===== src/rtl/seg_defs.sv =====
// Shared constants for the seven-segment scan path: digit count, special codes and the
// active-low segment patterns {g,f,e,d,c,b,a}.
package seg_defs;

  localparam int unsigned NUM_DIGITS = 4;

  localparam logic [3:0] CODE_DASH = 4'hA;

  localparam logic [6:0] SEG_BLANK = 7'h7F;
  localparam logic [6:0] SEG_DASH  = 7'b0111111;

  localparam logic [6:0] SEG_0 = 7'b1000000;
  localparam logic [6:0] SEG_1 = 7'b1111001;
  localparam logic [6:0] SEG_2 = 7'b0100100;
  localparam logic [6:0] SEG_3 = 7'b0110000;
  localparam logic [6:0] SEG_4 = 7'b0011001;
  localparam logic [6:0] SEG_5 = 7'b0010010;
  localparam logic [6:0] SEG_6 = 7'b0000010;
  localparam logic [6:0] SEG_7 = 7'b1111000;
  localparam logic [6:0] SEG_8 = 7'b0000000;
  localparam logic [6:0] SEG_9 = 7'b0010000;

  // Snapshot value meaning "nothing captured yet": every digit a dash.
  localparam logic [4*NUM_DIGITS-1:0] SHADOW_DASHES = {NUM_DIGITS{CODE_DASH}};

endpackage


===== src/rtl/seven_seg_scan_decoder.sv =====
// Combinational BCD-to-segment decoder (active-low); codes above 9 other than the dash
// code blank the digit.
module seg_decoder
  import seg_defs::*;
(
  input  logic [3:0] code_i,
  output logic [6:0] seg_o
);

  always_comb begin
    seg_o = SEG_BLANK;
    unique case (code_i)
      4'd0:      seg_o = SEG_0;
      4'd1:      seg_o = SEG_1;
      4'd2:      seg_o = SEG_2;
      4'd3:      seg_o = SEG_3;
      4'd4:      seg_o = SEG_4;
      4'd5:      seg_o = SEG_5;
      4'd6:      seg_o = SEG_6;
      4'd7:      seg_o = SEG_7;
      4'd8:      seg_o = SEG_8;
      4'd9:      seg_o = SEG_9;
      CODE_DASH: seg_o = SEG_DASH;
      default:   seg_o = SEG_BLANK;
    endcase
  end

endmodule


===== src/rtl/seven_seg_scan.sv =====
// Time-multiplexes a 4-digit code word onto a common-anode display, snapshotting the input
// once per full scan. Optional colon blink on digit 2's dp: define SEG_COLON_BLINK_EN.
module seven_seg_scan
  import seg_defs::*;
#(
  parameter int unsigned DIGIT_CYCLES = 100_000,
  parameter int unsigned CLK_HZ       = 100_000_000
) (
  input  logic        clk,
  input  logic        rst,
  input  logic [15:0] nums,
  output logic [3:0]  digit,
  output logic [6:0]  display,
  output logic        dp
);

  localparam int unsigned CntW = (DIGIT_CYCLES > 1) ? $clog2(DIGIT_CYCLES) : 1;

  logic [CntW-1:0] cnt_q, cnt_d;
  logic [1:0]      idx_q, idx_d;
  logic [15:0]     shadow_q, shadow_d;
  logic [3:0]      digit_q, digit_d;
  logic [6:0]      display_q;
  logic            dp_q, dp_d;
  logic            cnt_last;
  logic [3:0]      sel_code;
  logic [6:0]      sel_seg;

  assign cnt_last = (cnt_q == CntW'(DIGIT_CYCLES - 1));

  always_comb begin
    cnt_d    = cnt_q + CntW'(1);
    idx_d    = idx_q;
    shadow_d = shadow_q;
    if (cnt_last) begin
      cnt_d = '0;
      idx_d = idx_q + 2'd1;
      // Capture only on the 3->0 wrap so a frame never mixes two input words.
      if (idx_q == 2'd3) begin
        shadow_d = nums;
      end
    end
  end

  assign sel_code = shadow_q[{idx_q, 2'b00} +: 4];

  seg_decoder u_dec (
    .code_i (sel_code),
    .seg_o  (sel_seg)
  );

  assign digit_d = ~(4'b0001 << idx_q);

`ifdef SEG_COLON_BLINK_EN
  localparam int unsigned HalfHz = (CLK_HZ / 2 > 0) ? CLK_HZ / 2 : 1;
  localparam int unsigned BlinkW = (HalfHz > 1) ? $clog2(HalfHz) : 1;

  logic [BlinkW-1:0] blink_cnt_q, blink_cnt_d;
  logic              blink_q, blink_d;

  always_comb begin
    blink_cnt_d = blink_cnt_q + BlinkW'(1);
    blink_d     = blink_q;
    if (blink_cnt_q == BlinkW'(HalfHz - 1)) begin
      blink_cnt_d = '0;
      blink_d     = ~blink_q;
    end
    // Colon is suppressed while only dashes are on screen.
    dp_d = ~((idx_q == 2'd2) && blink_q && (shadow_q != SHADOW_DASHES));
  end

  always_ff @(posedge clk) begin
    if (rst) begin
      blink_cnt_q <= '0;
      blink_q     <= 1'b0;
    end else begin
      blink_cnt_q <= blink_cnt_d;
      blink_q     <= blink_d;
    end
  end
`else
  logic unused_clk_hz;
  assign unused_clk_hz = ^CLK_HZ;
  assign dp_d          = 1'b1;
`endif

  always_ff @(posedge clk) begin
    if (rst) begin
      cnt_q     <= '0;
      idx_q     <= 2'd0;
      shadow_q  <= SHADOW_DASHES;
      digit_q   <= 4'b1111;
      display_q <= SEG_BLANK;
      dp_q      <= 1'b1;
    end else begin
      cnt_q     <= cnt_d;
      idx_q     <= idx_d;
      shadow_q  <= shadow_d;
      digit_q   <= digit_d;
      display_q <= sel_seg;
      dp_q      <= dp_d;
    end
  end

  assign digit   = digit_q;
  assign display = display_q;
  assign dp      = dp_q;

endmodule


===== config.mk =====
export PLATFORM = sky130hd
export DESIGN_NAME = seven_seg_scan
export DESIGN_NICKNAME = d
export VERILOG_FILES = /design/src/rtl/seg_defs.sv /design/src/rtl/seven_seg_scan_decoder.sv /design/src/rtl/seven_seg_scan.sv
export SDC_FILE = /design/constraint.sdc
export NUM_CORES = 1
export LEC_CHECK = 0
export CAP_MARGIN = 20
export CORE_MARGIN = 8
export CORE_UTILIZATION = 47
export CTS_BUF_LIST = sky130_fd_sc_hd__clkbuf_4
export DETAILED_ROUTE_END_ITERATION = 7
export MAX_ROUTING_LAYER = met4
export PLACE_DENSITY = 0.82
export SETUP_SLACK_MARGIN = 0.05
export SYNTH_ARGS = -nofsm -noshare
export SYNTH_HDL_FRONTEND = slang
export SYNTH_HIERARCHICAL = 1
export SYNTH_SLANG_ARGS = --single-unit

===== constraint.sdc =====
create_clock -name clk -period 2.5 [get_ports clk]
set_clock_uncertainty 0.15 [all_clocks]
set_input_delay 0.5 -clock clk [delete_from_list [all_inputs] [get_ports clk]]
set_output_delay 0.5 -clock clk [all_outputs]
set_load 0.02 [all_outputs]

# Word-level counts from Yosys, hierarchy flattened
# Memory sizes are Yosys's and may differ from the RTL's. A register that Yosys moved wholly into a read port is not among the register bits.
# Cells that the tools add are included.
word_totals:
  register_bits: 39
  rom_bits: 112
  input_bits: 18
  output_inout_bits: 12
  memories: 1
memory_table:
  columns: ["name", "words", "width", "read_ports", "rd_ports_with_merged_regs", "wr", "line", "text"]
  rows:
  - ["(name not given)", 16, 7, 1, 1, 0, "seven_seg_scan_decoder.sv:12", "unique case (code_i)"]
op_classes:
  n_addsub: 2
  n_eq_ne: 2
  shifts: 2
  bitwise: 1
  n_reduce_logical: 2
ops:
  columns: ["cell", "count"]
  rows:
  - ["$add A17 B1 Y17 const B", 1]
  - ["$eq A17 B17 Y1 const B", 1]
  - ["$shiftx A16 B5 Y4", 1]
  - ["$not A4 Y4", 1]
  - ["$shl A1 B2 Y4 const A", 1]
  - ["$add A2 B1 Y2 const B", 1]
  - ["$eq A2 B2 Y1 const B", 1]
  - ["$reduce_and A2 Y1", 1]
  - ["$reduce_or A2 Y1", 1]

# Longest topological paths before layout
# Gate-level depths: netlist of the first run.
depth:
  ltp_word: 2
  mapped_depth: 8

# By module
# The synthesis of the first run kept the hierarchy.
modules_own_cells:
  columns: ["module", "n_inst", "cells_each", "area_each_um2", "seq_area_each_um2"]
  rows:
  - ["seven_seg_scan", 1, 203, 2025.7, 920.9]
  - ["seg_decoder", 1, 33, 226.5, 0.0]

# Worst setup path before layout of the first run
# No wires, ideal clock.
synth_timing:
  path_type: "reg-to-reg"
  startpoint: "register idx_q[0]"
  endpoint: "register display_q[0], in the netlist display[0]"
  setup_ns: 0.123
  t_arrival_ns: 2.055
  slack_ns: 0.172
  stages_incl_launch_ff: 8
  n_path_buf: 1
  synth_period_minus_slack_ns: 2.328
  cell_sequence: "dfxtp_1 -> clkbuf_1 -> mux4_2 -> ha_1 -> or2_1 -> a21oi_2 -> nor2_1 -> or2_2"
synth_via:
  elab_chain_len: 1
synth_rtl:
  columns: ["item", "line", "text"]
  rows:
  - ["start, declared", "seven_seg_scan.sv:20", "logic [1:0] idx_q, idx_d;"]
  - ["start signal, assigned", "seven_seg_scan.sv:97", "idx_q <= idx_d;"]
  - ["$shiftx A16 B5 Y4", "seven_seg_scan.sv:45", "assign sel_code = shadow_q[{idx_q, 2'b00} +: 4];"]
  - ["via sel_code[0]", "seven_seg_scan.sv:26", "logic [3:0] sel_code;"]
  - ["end, declared", "seven_seg_scan.sv:23", "logic [6:0] display_q;"]
# The timed path passes the listed nets, and every way through them passes these cells.
# A chain may end at the register's enable or synchronous reset.

# Worst setup path after layout of the first run
# Same ends and word-level chain as after synthesis.

==> impl_metrics.yaml, run 1 <==
global_routing:
  grt_first_pass_wirelength_um: 7240
  via_count_of_the_first_global_routing_pass: 1584
  globalRouteOverflowTotal: 0
  global_route.usage.total: 0.126
  grt_util_met2: 0.190
  grt_start_max_net_pins: 40
  grt_most_used_layer: "met2"
  antenna_found_initial: 0
  met1_usage: 0.148
  global_route.usage.met3: 0.0328
worst_hold_path:
  type_of_the_worst_min_delay_path: "flip-flop to flip-flop"
  min-delay-start: "shadow_q[2]$_SDFFE_PP0P_"
  hold_end: "shadow_q[2]$_SDFFE_PP0P_"
  worstHoldPathCells: 2
clock_tree:
  cts.hold.buffers_added: 0
  cts_setup_buffers: 0
  numCtsBuffers: 5
  clock_sinks: 46
  h-tree-depth: 2
  root_buffer: "clkbuf_4"
  cts_tree: "yes"
  insertion_delay_ns: 0.36
  resized_cells_post_cts: 0
  cts_max_path_buffers: 2
  clkTransAtPathRegs_ns: 0.13
floorplanning:
  placeableCoreArea_um2: 4660
  dieArea_um2: 7260
  initial_core_util: 0.483
  die_height_um: 85.2
  core.rowCount: 25
  chipWidth_um: 85.2
  count_of_boundary_i_o_pins: 30
setup_path:
  required_ns: 2.60
  rr_worst_depth: 6
  crit_type: "flip-flop to flip-flop"
  reg2reg_from: "idx_q[0]$_SDFFE_PP0N_"
  worstReg2RegEnd: "display[0]$_SDFF_PP1_"
  critPathArrivalTime_ns: 2.41
  cp_slowest_cell: "mux4_2"
  critical_path.max_stage_delay_ns: 0.62
  crit_family: "multiplexers"
  timing.critical_path.from_type: "flip-flop"
  setup.reg_to_reg.worst_slack_ns: 0.20
  end_kind: "flip-flop"
  critical_path_peak_fanout: 12
  depth_of_the_critical_timing_path_with_buffers_and_inverters_included: 6
  cp_cell_instances: "buf_4 > mux4_2 > or2_1 > a21oi_2 > nor2_1 > or2_2"
  cp_num_buf_inv: 1
logic_synthesis:
  mean_instance_size_in_the_synthesized_netlist_um2: 9.54
  synth.distinct_cells: 39
  postSynthCellCount: 236
  synth_async_sr_flop_share: 0
  synth_fp_nets: 264
  ys_seq_elements: 46
  synth_top_area_cell: "dfxtp_1"
  synth_top_cell_area_share: 0.409
  mappedNetlistArea_um2: 2250
  synth_edf_count: 0
  ys_warn_count: 6
  netlist_top_cells_area: "dfxtp_1, mux2i_1, nand2b_1, nor2_1, ha_1"
  synth.yosys.seq_area_share: 0.409
  ys_top_cells_by_count: "dfxtp_1, nor2_1, nand2b_1, mux2i_1, ha_1"
  synth_flop_cell: "dfxtp_1"
  post-synth-top-count-cell: "dfxtp_1"
power_and_ir_drop:
  leakagePower_nw: 0.956
  powerDensity_nw_per_um2: 486
  total_power_mw: 1.27
  irDropWorstVdd_uv: 249
timing:
  final_period_minus_worst_setup_slack_ns: 2.30
  setup_viol_count_final: 0
  post-route-period-util: 0.922
  post-route-worst-setup-slack_ns: 0.196
  timing.hold.ws_ns: 0.331
  pins_over_their_slew_limit: 0
  setup_total_negative_slack_ns: 0
  number_of_hold_violations_in_the_final_report: 0
  unrepaired_setup_endpoints_after_global_routing: "false"
  max_freq_mhz: 434
run:
  maxCapViolCount: 0
place:
  buffer_ports.inserted: 28
  placedCellCount: 308
  place_congestion: 0.866
  dp_hpwl_um: 3030
  pre_cts_ws_ns: 0.193
final_layout:
  area_growth_pct: 16.3
  fin_cells: 316
  layout_cells_sized_above_1: 0.115
  fin_nets: 289
  num_antenna_cells: 0
route:
  route.antenna.remaining_nets: 0
  drc_errors: 0
  drt_iter0_drc: 125
  vias_per_cell: 5.10
  routed_wirelength_um: 4140
  wl_per_cell_um: 13.1
  via_count: 1613
  firstDrtPassIters: 4
outcome:
  run_status: "finished, final reports clean"
## report_power, final
part / internal (mW) / switching (mW) / leakage, nW
Clock: 0.234 / 0.226 / 0.0463
Sequential: 0.739 / 0.00498 / 0.372
Combinational: 0.0407 / 0.0278 / 0.537
## per-stage QoR
step | instance area (um^2) | utilization
after floorplan | 2250 | -
after global placement | 2540 | 0.544
after detailed placement | 2540 | 0.544
after CTS | 2620 | 0.562
after global routing | 2620 | 0.562
final | 2620 | 0.562
## cells in the final DEF, fill, tap and decap left out
cell type,instances
a211oi_2,1
clkdlybuf4s50_1,28
and4b_1,1
o21ai_1,3
nor2_2,1
and4bb_1,1
nand4_1,7
a31oi_1,1
a21oi_2,1
xor2_1,5
nand4b_1,1
nand3_1,7
and4_1,1
nand2b_1,24
inv_1,8
conb_1,1
nand4_4,1
mux2i_1,17
nand2_1,5
buf_4,3
a21oi_1,3
or2_1,1
xnor2_1,9
bufinv_16,1
nor2_1,39
or3_1,1
and3_1,2
nand2b_4,1
or2_2,8
mux4_2,4
clkbuf_4,7
o21ai_0,4
nor3_1,3
nor4_2,1
ha_1,10
dfxtp_1,46
nor2_8,1
nor4_1,3
o41ai_1,1
## layer usage
layer,routed length [um],vias up
met1,1920,730
met5,0,-
met2,1960,42
met3,181,5
li1,-,836
met4,80,0
## logic make-up after synthesis
| logic type | after synthesis | share of synthesized area |
|---|---|---|
| mux | 21 | 0.116 |
| other cells | 1 | 0.00167 |
| buf+inv | 21 | 0.0517 |
| xor+xnor | 14 | 0.0544 |
| fa+ha+maj | 10 | 0.0556 |
| compound gates | 14 | 0.0383 |
| simple gates | 109 | 0.274 |
| flops | 46 | 0.409 |
## flip-flops by register name (all words and copies together) (netlist names)
signal    cells
cnt_q        17
shadow_q     16
display       7
idx_q         2
digit         4
## worst min-delay path, delay by kind of cell, from the launching register on
family | cells | cell delay (ns)
flip-flops | 1 | 0.33
AND/OR/NAND/NOR | 1 | 0.06
multiplexers | 1 | 0.06
## worst max path at each step
stage                                from                     to  slack (ns)
floorplan           idx_q[0]$_SDFFE_PP0N_  display[0]$_SDFF_PP1_        0.17
CTS                 idx_q[0]$_SDFFE_PP0N_  display[0]$_SDFF_PP1_        0.18
finish              idx_q[0]$_SDFFE_PP0N_  display[0]$_SDFF_PP1_        0.20
global route        idx_q[0]$_SDFFE_PP0N_  display[1]$_SDFF_PP1_        0.06
global placement    idx_q[0]$_SDFFE_PP0N_  display[3]$_SDFF_PP1_        0.28
detailed placement  idx_q[0]$_SDFFE_PP0N_  display[0]$_SDFF_PP1_        0.19
## final cells by class
type | count | area (um^2)
clock buffer | 7 | 52.6
clock inverter | 1 | 30.0
fill | 406 | 2040
inverter | 8 | 30.0
multi-input combinational | 169 | 1210
sequential | 46 | 921
tap | 54 | 67.6
timing repair buffer | 31 | 303
Power figures use the tool's default switching activity.
==> run 2: changes to the inputs <==
--- a/config.mk
+++ b/config.mk
@@ -6,7 +6,6 @@
 export NUM_CORES = 1
 export LEC_CHECK = 0
 export CAP_MARGIN = 20
-export CORE_MARGIN = 8
 export CORE_UTILIZATION = 47
 export CTS_BUF_LIST = sky130_fd_sc_hd__clkbuf_4
 export DETAILED_ROUTE_END_ITERATION = 7
==> impl_metrics.yaml, run 2 (synthesis gave the netlist of run 1 again) <==
final_layout:
  final-seq-area_um2: 921
  area_growth_pct: 15.2
  fill_cells: 378
  fin_nets: 290
  number_of_flip_flops_under_the_largest_register_name: 17
  layout_cells_sized_above_1: 0.114
  num_antenna_cells: 0
  most_common_cell_after_layout_fill_and_taps_aside: "dfxtp_1"
  multi_input_area_um2: 1210
  design_area_um2: 2590
  largest_register: "cnt_q"
  most_frequent_cells_in_the_layout: "dfxtp_1, nor2_1, clkdlybuf4s50_1"
clock_tree:
  numCtsBuffers: 5
  cts_tree: "yes"
  clkTransAtPathRegs_ns: 0.12
  resized_cells_post_cts: 0
  insertion_delay_ns: 0.35
  cts.hold.buffers_added: 0
  h-tree-depth: 2
  clock_sinks: 46
  cts_setup_buffers: 0
  root_buffer: "clkbuf_4"
  cts_max_path_buffers: 2
setup_path:
  required_ns: 2.61
  critPathArrivalTime_ns: 2.38
  cp_cell_instances: "buf_4 > mux4_2 > or2_1 > a21oi_2 > a31oi_1 > or2_2"
  end_kind: "flip-flop"
  cp_slowest_cell: "mux4_2"
  critical_path.max_stage_delay_ns: 0.62
  crit_family: "multiplexers"
  crit_type: "flip-flop to flip-flop"
  critical_path_peak_fanout: 12
  cp_num_buf_inv: 1
  timing.critical_path.from_type: "flip-flop"
route:
  routed_wirelength_um: 3850
  route.antenna.remaining_nets: 0
  via_count: 1673
  firstDrtPassIters: 4
  drc_errors: 0
  vias_per_cell: 5.31
  drt_iter0_drc: 130
  wl_per_cell_um: 12.2
global_routing:
  globalRouteOverflowTotal: 0
  via_count_of_the_first_global_routing_pass: 1544
  antenna_found_initial: 0
  global_route.usage.total: 0.176
  grt_first_pass_wirelength_um: 6810
  grt_start_max_net_pins: 23
power_and_ir_drop:
  total_power_mw: 1.15
  share_seq_of_total_power: 0.646
  p_sw_frac: 0.221
  p_comb_frac: 0.060
  powerDensity_nw_per_um2: 444
  p_int_mw: 0.897
  clock_power_share: 0.294
  leakagePower_nw: 0.947
  netSwitchingPower_mw: 0.255
  irDropWorstVdd_uv: 328
timing:
  post-route-period-util: 0.910
  final_period_minus_worst_setup_slack_ns: 2.28
  pins_over_their_slew_limit: 0
  number_of_hold_violations_in_the_final_report: 0
  setup_viol_count_final: 0
  unrepaired_setup_endpoints_after_global_routing: "false"
  setup_total_negative_slack_ns: 0
  max_freq_mhz: 440
floorplanning:
  chipWidth_um: 71.2
  dieArea_um2: 5070
  count_of_boundary_i_o_pins: 30
  core.rowCount: 24
  initial_core_util: 0.503
  die_height_um: 71.2
  placeableCoreArea_um2: 4470
place:
  place_congestion: 0.868
  post_dp_cell_area_um2: 2540
  buffer_ports.inserted: 28
  dp_hpwl_um: 2840
run:
  maxCapViolCount: 0
outcome:
  run_status: "finished, final reports clean"
worst_hold_path:
  type_of_the_worst_min_delay_path: "flip-flop to flip-flop"
[run 2: through the flow]
| step | setup slack, ns | instances | hold WS (ns) | util |
|---|---|---|---|---|
| 2_1_floorplan | 0.172 | 236 | 0.291 | - |
| 3_3_place_gp | 0.290 | 307 | 0.310 | 0.568 |
| 3_5_place_dp | 0.221 | 307 | 0.311 | 0.568 |
| 4_1_cts | 0.202 | 315 | 0.336 | 0.580 |
| 5_1_grt | 0.0953 | 315 | 0.349 | 0.580 |
| 6_report | 0.225 | 315 | 0.333 | 0.580 |
[run 2: path summary, 6_finish.rpt]
path	startpoint	to	slack, ns	cells past startpoint
worst max-delay path	idx_q[0]$_SDFFE_PP0N_	display[3]$_SDFF_PP1_	0.22	6
worst max register to register	idx_q[0]$_SDFFE_PP0N_	display[3]$_SDFF_PP1_	0.22	6
worst min register to register	shadow_q[14]$_SDFFE_PP0P_	shadow_q[14]$_SDFFE_PP0P_	0.33	2
worst min-delay path	shadow_q[14]$_SDFFE_PP0P_	shadow_q[14]$_SDFFE_PP0P_	0.33	2
[run 2: power by group through the flow]
stage	clock, mW	sequential (mW)	combinational [mW]
after floorplan	0	0.762	0.0324
after global placement	0	0.760	0.0696
after detailed placement	0	0.761	0.0701
after CTS	0.351	0.744	0.0705
after global routing	0.387	0.745	0.0774
final	0.338	0.744	0.0697
[run 2: cell type report]
class,instances,area share
clock inverter,2,0.00338
inverter,8,0.0116
timing repair buffer,32,0.120
tap,52,0.0251
sequential,46,0.355
clock buffer,6,0.0174
multi-input combinational,169,0.468
[run 2: worst min-delay path: cells and delay by family, from the launching register on]
kind | cells | cell delay [ns]
flip-flops | 1 | 0.34
AND/OR/NAND/NOR | 1 | 0.06
multiplexers | 1 | 0.05
[run 2: metal layers]
metal  GRT usage  part of all wire
met2       0.261              0.46
met5           -                 0
met4      0.0711             0.014
met3      0.0436             0.057
met1       0.229              0.47
==> run 3: changes to the inputs <==
--- a/config.mk
+++ b/config.mk
@@ -6,11 +6,12 @@
 export NUM_CORES = 1
 export LEC_CHECK = 0
 export CAP_MARGIN = 20
-export CORE_UTILIZATION = 47
+export CORE_UTILIZATION = 51
 export CTS_BUF_LIST = sky130_fd_sc_hd__clkbuf_4
 export DETAILED_ROUTE_END_ITERATION = 7
+export GPL_ROUTABILITY_DRIVEN = 0
 export MAX_ROUTING_LAYER = met4
-export PLACE_DENSITY = 0.82
+export PLACE_DENSITY = 0.87
 export SETUP_SLACK_MARGIN = 0.05
 export SYNTH_ARGS = -nofsm -noshare
 export SYNTH_HDL_FRONTEND = slang
==> impl_metrics.yaml, run 3 (synthesis gave the netlist of run 1 again) <==
setup_path:
  cp_slowest_cell: "mux4_2"
  critical_path.max_stage_delay_ns: 0.58
  cp_num_buf_inv: 0
  rr_worst_depth: 6
  crit_family: "multiplexers"
  critical_path_peak_fanout: 7
  critPathArrivalTime_ns: 2.35
  timing.critical_path.from_type: "flip-flop"
  crit_type: "flip-flop to flip-flop"
  reg2reg_from: "idx_q[0]$_SDFFE_PP0N_"
  setup.reg_to_reg.worst_slack_ns: 0.28
  cp_cell_instances: "mux4_2 > ha_1 > or2_1 > a21oi_2 > nor2_1 > or2_2"
  required_ns: 2.63
  worstReg2RegEnd: "display[0]$_SDFF_PP1_"
  end_kind: "flip-flop"
final_layout:
  multi_input_area_um2: 1210
  num_antenna_cells: 0
  most_common_cell_after_layout_fill_and_taps_aside: "dfxtp_1"
  fill_cells: 344
  number_of_flip_flops_under_the_largest_register_name: 17
  layout_cells_sized_above_1: 0.118
  final-seq-area_um2: 922
  most_frequent_cells_in_the_layout: "dfxtp_1, nor2_1, clkdlybuf4s50_1"
  post-route-util: 0.634
  area_growth_pct: 15.9
  largest_register: "cnt_q"
  fin_nets: 289
  design_area_um2: 2610
clock_tree:
  insertion_delay_ns: 0.38
  clkTransAtPathRegs_ns: 0.14
  root_buffer: "clkbuf_4"
  cts_tree: "yes"
  h-tree-depth: 2
  cts_max_path_buffers: 2
  numCtsBuffers: 5
  cts_setup_buffers: 0
  cts.hold.buffers_added: 0
  clock_sinks: 46
route:
  routed_wirelength_um: 3860
  via_count: 1621
  route.antenna.remaining_nets: 0
  drt_iter0_drc: 134
  vias_per_cell: 5.20
  drc_errors: 0
  firstDrtPassIters: 4
  wl_per_cell_um: 12.4
power_and_ir_drop:
  share_seq_of_total_power: 0.591
  powerDensity_nw_per_um2: 482
  leakagePower_nw: 0.954
  p_sw_frac: 0.215
  clock_power_share: 0.353
  p_comb_frac: 0.056
  irDropWorstVdd_uv: 230
  p_int_mw: 0.988
  netSwitchingPower_mw: 0.271
worst_hold_path:
  min-delay-start: "shadow_q[0]$_SDFFE_PP0P_"
  hold_end: "shadow_q[0]$_SDFFE_PP0P_"
  type_of_the_worst_min_delay_path: "flip-flop to flip-flop"
  worstHoldPathCells: 2
floorplanning:
  die_height_um: 68.5
  chipWidth_um: 68.5
  placeableCoreArea_um2: 4120
  core.rowCount: 23
  count_of_boundary_i_o_pins: 30
  initial_core_util: 0.547
  dieArea_um2: 4690
global_routing:
  globalRouteOverflowTotal: 0
  antenna_found_initial: 0
  grt_start_max_net_pins: 26
  global_route.usage.total: 0.198
  grt_first_pass_wirelength_um: 6530
  via_count_of_the_first_global_routing_pass: 1426
timing:
  timing.hold.ws_ns: 0.333
  setup_viol_count_final: 0
  final_period_minus_worst_setup_slack_ns: 2.22
  pins_over_their_slew_limit: 0
  setup_total_negative_slack_ns: 0
  post-route-period-util: 0.887
  unrepaired_setup_endpoints_after_global_routing: "false"
  post-route-worst-setup-slack_ns: 0.283
  number_of_hold_violations_in_the_final_report: 0
  max_freq_mhz: 451
place:
  buffer_ports.inserted: 28
  dp_hpwl_um: 2700
  pre_cts_ws_ns: 0.166
  post_dp_cell_area_um2: 2530
run:
  maxCapViolCount: 0
outcome:
  run_status: "finished, final reports clean"
[run 3: power groups by stage]
| stage | clock network, mW | logic, mW | registers [mW] |
|---|---|---|---|
| after floorplan | 0 | 0.0324 | 0.762 |
| after global placement | 0 | 0.0693 | 0.760 |
| after detailed placement | 0 | 0.0702 | 0.760 |
| after CTS | 0.453 | 0.0706 | 0.744 |
| after global routing | 0.487 | 0.0766 | 0.745 |
| final | 0.444 | 0.0702 | 0.744 |
[run 3: repair_timing]
action,4_1_cts,5_1_grt
resized for setup,0,1
hold endpoints to repair,0,0
setup endpoints to repair,0,3
[run 3: final cells by class]
cell class | instances | area share
Sequential cell | 46 | 0.353
Inverter | 8 | 0.0115
Tap cell | 50 | 0.0240
Timing Repair Buffer | 31 | 0.116
Clock inverter | 3 | 0.0153
Multi-Input combinational cell | 169 | 0.465
Clock buffer | 5 | 0.0144
[run 3: per-stage QoR]
| step | power (mW) | cells |
|---|---|---|
| global placement | 0.829 | 304 |
| finish | 1.26 | 312 |
| global route | 1.31 | 312 |
| detailed placement | 0.831 | 304 |
| CTS | 1.27 | 312 |
| floorplan | 0.794 | 236 |
[run 3: tightest hold or removal path, cell delays in order (launching register included)]
cell	delay [ns]
dfxtp_1	0.34
nand2b_1	0.06
mux2i_1	0.06
[run 3: routing by layer]
layer	vias up	global-route usage	share of wire
met2	38	0.300	0.46
met3	7	0.0500	0.037
met5	-	-	0
met4	0	0.0859	0.022
met1	739	0.248	0.48
li1	837	-	-
[run 3: worst max path at each step]
| stage | cells past startpoint | endpoint | from |
|---|---|---|---|
| after detailed placement | 6 | display[3]$_SDFF_PP1_ | idx_q[0]$_SDFFE_PP0N_ |
| final | 6 | display[0]$_SDFF_PP1_ | idx_q[0]$_SDFFE_PP0N_ |
| after CTS | 6 | display[3]$_SDFF_PP1_ | idx_q[0]$_SDFFE_PP0N_ |
| after floorplan | 7 | display[0]$_SDFF_PP1_ | idx_q[0]$_SDFFE_PP0N_ |
| after global placement | 6 | display[3]$_SDFF_PP1_ | idx_q[0]$_SDFFE_PP0N_ |
| after global routing | 6 | display[1]$_SDFF_PP1_ | idx_q[0]$_SDFFE_PP0N_ |
